--- config.mk ---
export PLATFORM = sky130hd
export DESIGN_NAME = mdu_div_iter
export DESIGN_NICKNAME = d
export VERILOG_FILES = /design/src/rtl/mdu_pkg.sv /design/src/rtl/mdu_div_step.sv /design/src/rtl/mdu_div_iter.sv
export SDC_FILE = /design/constraint.sdc
export NUM_CORES = 1
export LEC_CHECK = 0
export BUFFER_PORTS_ARGS = -buffer_cell sky130_fd_sc_hd__buf_2
export CAP_MARGIN = 20
export CORE_MARGIN = 3
export CORE_UTILIZATION = 65
export CTS_CLUSTER_SIZE = 8
export DETAILED_ROUTE_END_ITERATION = 10
export PLACE_DENSITY = 0.92
export SYNTH_ARGS = -nofsm -noshare
export SYNTH_HDL_FRONTEND = slang
export SYNTH_HIERARCHICAL = 1
export SYNTH_SLANG_ARGS = --single-unit
export TNS_END_PERCENT = 5
--- constraint.sdc ---
create_clock -name clk -period 4.7 [get_ports clk]
set_input_delay 0.47 -clock clk [delete_from_list [all_inputs] [get_ports clk]]
set_output_delay 0.47 -clock clk [all_outputs]
set_load 0.1 [all_outputs]
--- src/rtl/mdu_pkg.sv ---
// Shared definitions for the multiply/divide unit: divider FSM states, the
// divide-by-zero quotient constant and counter sizing helper.
package mdu_pkg;

  typedef enum logic [1:0] {
    IDLE,
    ITER,
    FIX,
    DONE
  } div_state_t;

  localparam int unsigned MDU_MAX_WIDTH = 64;

  // Divide-by-zero quotient is all ones; consumers slice to their width.
  localparam logic [MDU_MAX_WIDTH-1:0] DIV_DBZ_Q = '1;

  function automatic int unsigned div_cnt_w(input int unsigned width,
                                            input int unsigned step_bits);
    return $clog2(width / step_bits + 1);
  endfunction

endpackage

--- src/rtl/mdu_div_step.sv ---
// One radix-2 restoring division step: shift the next dividend bit into the
// partial remainder and keep the subtraction only when it does not borrow.
module mdu_div_step #(
  parameter int unsigned WIDTH = 32
) (
  input  logic [WIDTH:0]   rem_in,
  input  logic [WIDTH-1:0] quo_in,
  input  logic [WIDTH-1:0] divisor,
  output logic [WIDTH:0]   rem_out,
  output logic [WIDTH-1:0] quo_out
);

  logic [WIDTH+1:0] window;
  logic [WIDTH+1:0] diff;
  logic             borrow;

  always_comb begin
    window  = {rem_in, quo_in[WIDTH-1]};
    diff    = window - {2'b00, divisor};
    borrow  = diff[WIDTH+1];
    rem_out = borrow ? window[WIDTH:0] : diff[WIDTH:0];
    quo_out = {quo_in[WIDTH-2:0], ~borrow};
  end

endmodule

--- src/rtl/mdu_div_iter.sv ---
// Iterative restoring divider, STEP_BITS quotient bits per cycle, signed or unsigned.
// Optional DIV_EARLY_TERM_EN: finish in two cycles when |b| > |a| (b != 0).
module mdu_div_iter
  import mdu_pkg::*;
#(
  parameter int unsigned WIDTH     = 32,
  parameter int unsigned STEP_BITS = 1
) (
  input  logic             clk,
  input  logic             rst_n,
  input  logic             in_valid,
  output logic             in_ready,
  input  logic             in_signed,
  input  logic [WIDTH-1:0] in_a,
  input  logic [WIDTH-1:0] in_b,
  input  logic             flush,
  output logic             out_valid,
  input  logic             out_ack,
  output logic [WIDTH-1:0] out_q,
  output logic [WIDTH-1:0] out_r,
  output logic             out_dbz
);

  localparam int unsigned N      = WIDTH / STEP_BITS;
  localparam int unsigned CNT_W  = div_cnt_w(WIDTH, STEP_BITS);
  localparam logic [CNT_W-1:0] CNT_LAST = CNT_W'(N - 1);

  div_state_t state, state_nx;

  logic [CNT_W-1:0] cnt;
  logic [WIDTH:0]   rem;
  logic [WIDTH-1:0] quo;
  logic [WIDTH-1:0] dvs;
  logic [WIDTH-1:0] a_raw;
  logic             neg_q;
  logic             neg_r;
  logic             is_dbz;

  logic             a_neg, b_neg, b_zero, accept, early_ok;
  logic [WIDTH-1:0] a_abs, b_abs;
  logic [WIDTH-1:0] q_fix, r_fix;

  logic [WIDTH:0]   rem_c [STEP_BITS+1];
  logic [WIDTH-1:0] quo_c [STEP_BITS+1];

  assign in_ready  = (state == IDLE);
  assign out_valid = (state == DONE);

  always_comb begin
    a_neg  = in_signed & in_a[WIDTH-1];
    b_neg  = in_signed & in_b[WIDTH-1];
    a_abs  = a_neg ? (~in_a + 1'b1) : in_a;
    b_abs  = b_neg ? (~in_b + 1'b1) : in_b;
    b_zero = (in_b == '0);
    accept = in_valid & in_ready & ~flush;
`ifdef DIV_EARLY_TERM_EN
    early_ok = ~b_zero & (b_abs > a_abs);
`else
    early_ok = 1'b0;
`endif
  end

  assign rem_c[0] = rem;
  assign quo_c[0] = quo;

  for (genvar i = 0; i < STEP_BITS; i++) begin : g_step
    mdu_div_step #(.WIDTH(WIDTH)) u_step (
      .rem_in  (rem_c[i]),
      .quo_in  (quo_c[i]),
      .divisor (dvs),
      .rem_out (rem_c[i+1]),
      .quo_out (quo_c[i+1])
    );
  end

  always_ff @(posedge clk or negedge rst_n) begin
    if (!rst_n) state <= IDLE;
    else        state <= state_nx;
  end

  always_comb begin
    state_nx = state;
    if (flush) begin
      state_nx = IDLE;
    end else begin
      unique case (state)
        IDLE: if (in_valid) state_nx = early_ok ? FIX : ITER;
        ITER: if (cnt == CNT_LAST) state_nx = FIX;
        FIX:  state_nx = DONE;
        DONE: if (out_ack) state_nx = IDLE;
        default: state_nx = IDLE;
      endcase
    end
  end

  always_comb begin
    q_fix = neg_q ? (~quo + 1'b1) : quo;
    r_fix = neg_r ? (~rem[WIDTH-1:0] + 1'b1) : rem[WIDTH-1:0];
    if (is_dbz) begin
      q_fix = DIV_DBZ_Q[WIDTH-1:0];
      r_fix = a_raw;
    end
  end

  // Dividend magnitude sits in quo and shifts out MSB-first as quotient bits enter.
  always_ff @(posedge clk or negedge rst_n) begin
    if (!rst_n) begin
      cnt     <= '0;
      rem     <= '0;
      quo     <= '0;
      dvs     <= '0;
      a_raw   <= '0;
      neg_q   <= 1'b0;
      neg_r   <= 1'b0;
      is_dbz  <= 1'b0;
      out_q   <= '0;
      out_r   <= '0;
      out_dbz <= 1'b0;
    end else begin
      unique case (state)
        IDLE: begin
          if (accept) begin
            a_raw  <= in_a;
            dvs    <= b_abs;
            neg_q  <= a_neg ^ b_neg;
            neg_r  <= a_neg;
            is_dbz <= b_zero;
            cnt    <= '0;
            if (early_ok) begin
              rem <= {1'b0, a_abs};
              quo <= '0;
            end else begin
              rem <= '0;
              quo <= a_abs;
            end
          end
        end
        ITER: begin
          if (!flush) begin
            rem <= rem_c[STEP_BITS];
            quo <= quo_c[STEP_BITS];
            cnt <= cnt + 1'b1;
          end
        end
        FIX: begin
          if (!flush) begin
            out_q   <= q_fix;
            out_r   <= r_fix;
            out_dbz <= is_dbz;
          end
        end
        default: ;
      endcase
    end
  end

endmodule
==> summary.txt <==
Place
  – Port-buffer cells: 136
  – Placer Congestion: 0.933
  – DP Wirelength: 24.1 mm

Power and ir drop
  – Tot Pwr: 12.2 mW
  – Comb pwr share: 58.4%
  – Leakage power: 6.83 nW
  – Clock Power Share: 14.8%
  – Switching power: 6.37 mW
  – P_int: 5.84 mW
  – Flop pwr share: 26.8%
  – Switch share: 52.2%
  – Peak VDD IR: 0.000456 V
  – PwrDens: 827 nW/µm²

Setup path
  – CP endpoint kind: register
  – R2r endpoint: rem[13]$_DFFE_PN0P_
  – Worst Setup SP: rem[12]$_DFFE_PN0P_
  – Reg2Reg Depth: 11
  – Worst reg2reg path startpoint: rem[12]$_DFFE_PN0P_
  – CP startpoint kind: register
  – CP Data Arrival Time: 4180 ps
  – Crit-path max FO: 34
  – Worst EP required: 5110 ps
  – Critical path class: reg -> reg
  – Crit path to: rem[13]$_DFFE_PN0P_
  – Reg-to-reg slack, setup: 930 ps

STA
  – Max Slew Vio Count: 0
  – RSZ-0062 raised after global routing: false
  – Setup violations, final: 0
  – Slew headroom: 28.3%
  – Crit path time final: 3770 ps
  – Final hold vios: 0
  – Sum of negative setup slack: 0 ps
  – Worst Skew: 10.1 ps
  – Min Hold Slack: 51.2 ps
  – Max Clock Freq: 265 MHz
  – Least-Margin Pin Slew: 1080 ps
  – Final Cycle Share: 80.2%

GRT
  – Grt met3 use: 4.03%
  – GRT met1 Usage: 40.3%
  – First-pass GRT wire length: 56.5 mm
  – Vias in the first global route: 11300
  – Grt total ovfl: 0
  – Tot GR Track Use: 30.4%
  – Largest net degree at the start of global routing: 110
  – GR peak layer: met2
  – Initial antenna violation count: 3
  – M2 GR Usage: 51.1%

Synth
  – Post-synth EDFFs: 0
  – Synth area leader: dfrtp_1
  – Mapped Cells: 1487
  – Asr flop ratio synth: 100%
  – Synthesized area per cell: 9.04 µm²
  – Warnings from Yosys: 6
  – Synth unique cells: 69
  – Top post-synthesis cells by area: dfrtp_1 (38%), xor2_1 (6.4%), a21oi_1 (4.0%)
  – Synthesized flop and latch total: 205
  – Top FF cell, synth: dfrtp_1
  – Most frequent cell after synthesis: dfrtp_1
  – Syn Nets: 1599
  – Top cells by count, synth: dfrtp_1 (205), nand2_1 (128), a21oi_1 (108)
  – Mapped cell area: 13400 µm²
  – Post-synthesis sequential area ratio: 38.1%
  – Top cell type's share of synthesized area: 38.1%

Finish
  – Share of layout cells above drive strength 1: 15.7%
  – Layout Nets: 1654
  – Area grow syn2layout: 9.80%

Run status
  – Status: complete, no violations

Detailed routing
  – DR iter-0 viols: 953
  – Drt drc: 0
  – Pre-Repair DR Iteration Count: 5
  – Final wirelength: 34.8 mm
  – Via density: 6.46
  – Vias: 11700
  – Final ANT Viol Nets: 0
  – Wire per inst: 19.2 µm

CTS
  – CTS tree: done
  – Clock Tree Buf Depth: 3
  – Root Driver: clkbuf_16
  – Clock buffer count from CTS: 29
  – Post CTS Setup Buffer Count: 0
  – Worst skew pair latency: 530 ps
  – # hold bufs at CTS: 0
  – Clk pin slew, worst setup/hold paths: 50 ps
  – H-Tree Depth: 1
  – Post-CTS sizing: 0
  – Clock sink total: 205

Floorplanning
  – Die span in x: 150 µm
  – Core area: 19900 µm²
  – Height of the die: 150 µm
  – Row count: 51
  – Starting Density: 67.5%
  – I/O Pins: 137
  – Die area: 22500 µm²

Hold path
  – Hold Path Class: in -> async

Flow run
  – Maxcap violations: 0
==> cells in the final DEF (no fill, tap or decap), types with 4 or more instances in the layout <==
| cell type | instances |
|---|---|
| xor2_1 | 97 |
| o41ai_2 | 5 |
| nand2_1 | 128 |
| inv_1 | 54 |
| xnor2_1 | 36 |
| nand3_1 | 28 |
| buf_2 | 135 |
| or4_1 | 12 |
| a22o_1 | 34 |
| o21bai_1 | 4 |
| nand2b_1 | 14 |
| o21a_1 | 5 |
| o21ai_0 | 107 |
| buf_4 | 9 |
| a211oi_1 | 6 |
| o211ai_1 | 7 |
| mux2_2 | 34 |
| nor2_1 | 100 |
| or4_4 | 4 |
| nor2b_1 | 11 |
| dfrtp_1 | 205 |
| nor3_1 | 20 |
| nand3b_1 | 8 |
| and2_1 | 4 |
| o22ai_1 | 24 |
| nand4_1 | 14 |
| diode_2 | 4 |
| mux2i_1 | 27 |
| o41ai_1 | 36 |
| nor4_1 | 20 |
| a21oi_1 | 107 |
| ha_1 | 41 |
| or3_1 | 19 |
| mux2_1 | 20 |
| clkbuf_16 | 29 |
| a21o_1 | 25 |
| o31ai_1 | 41 |
| and3_1 | 16 |
==> layout make-up <==
| class | instances | area, µm² |
|---|---|---|
| antenna | 4 | 10.0 |
| fill | 1386 | 5140 |
| multi-input combinational | 1104 | 7530 |
| tap | 265 | 332 |
| clock buffer | 31 | 743 |
| timing repair buffer | 148 | 816 |
| inverter | 54 | 203 |
| sequential | 205 | 5130 |
==> power by group through the flow <==
stage | logic, mW | clock network [mW] | registers (mW)
finish | 7.13 | 1.80 | 3.27
CTS | 7.01 | 1.82 | 3.28
global placement | 6.77 | 0 | 3.22
global route | 7.68 | 1.89 | 3.37
floorplan | 4.10 | 0 | 4.89
detailed placement | 6.92 | 0 | 3.29
==> worst max-delay path, cell delays in order (launching register included) <==
cell and delay (ps):
dfrtp_1 480, ha_1 460, nand4_1 160, or3b_1 410, a211oi_2 270, o31ai_1 120
and3_4 220, o31ai_4 260, xor2_4 250, buf_4 430, mux2_1 380, a22o_1 220
==> cells by family (layout without fill, tap and decap cells) <==
kind of cell / Yosys count / count (layout) / share of synthesized area, %
compound gates: 429 / 429 / 21.2
simple gates: 418 / 418 / 15.3
flops: 205 / 205 / 38.1
buf+inv: 178 / 233 / 6.17
xor+xnor: 134 / 134 / 8.73
mux: 81 / 81 / 6.53
fa+ha+maj: 42 / 42 / 3.96
other cells: 0 / 4 / 0
==> layer usage <==
metal	part of all wire [%]	vias to the layer above
met5	0	-
met4	3.7	0
met3	8.3	116
met2	48	575
met1	40	5554
li1	-	5463
==> sequential cells by signal (all words and copies together), names as in the netlist, 2 cells and up <==
register	cells
out_r	32
quo	32
cnt	6
dvs	32
state	2
a_raw	32
out_q	32
rem	33
==> through the flow <==
step                      cells  setup WS, ps  instance area, µm²  utilization [%]
after floorplan            1487          1540               13400                -
after global placement     1774          1040               14000             70.2
after detailed placement   1774           976               14000             70.2
after CTS                  1805           935               14700             73.9
after global routing       1810           693               14800             74.2
final                      1811           929               14800             74.2
==> worst min-delay path by stage <==
stage / from / endpoint / slack, ps / cells past startpoint
2_1_floorplan: rst_n / a_raw[0]$_DFFE_PN0P_ / 170 / 0
3_3_place_gp: out_q[0]$_DFFE_PN0P_ / out_q[0]$_DFFE_PN0P_ / 450 / 2
3_5_place_dp: out_q[0]$_DFFE_PN0P_ / out_q[0]$_DFFE_PN0P_ / 450 / 2
4_1_cts: rst_n / out_q[5]$_DFFE_PN0P_ / 90 / 1
5_1_grt: rst_n / out_q[5]$_DFFE_PN0P_ / 130 / 1
6_report: rst_n / out_q[12]$_DFFE_PN0P_ / 50 / 1
Note: power is estimated with default switching activity, not from simulation.
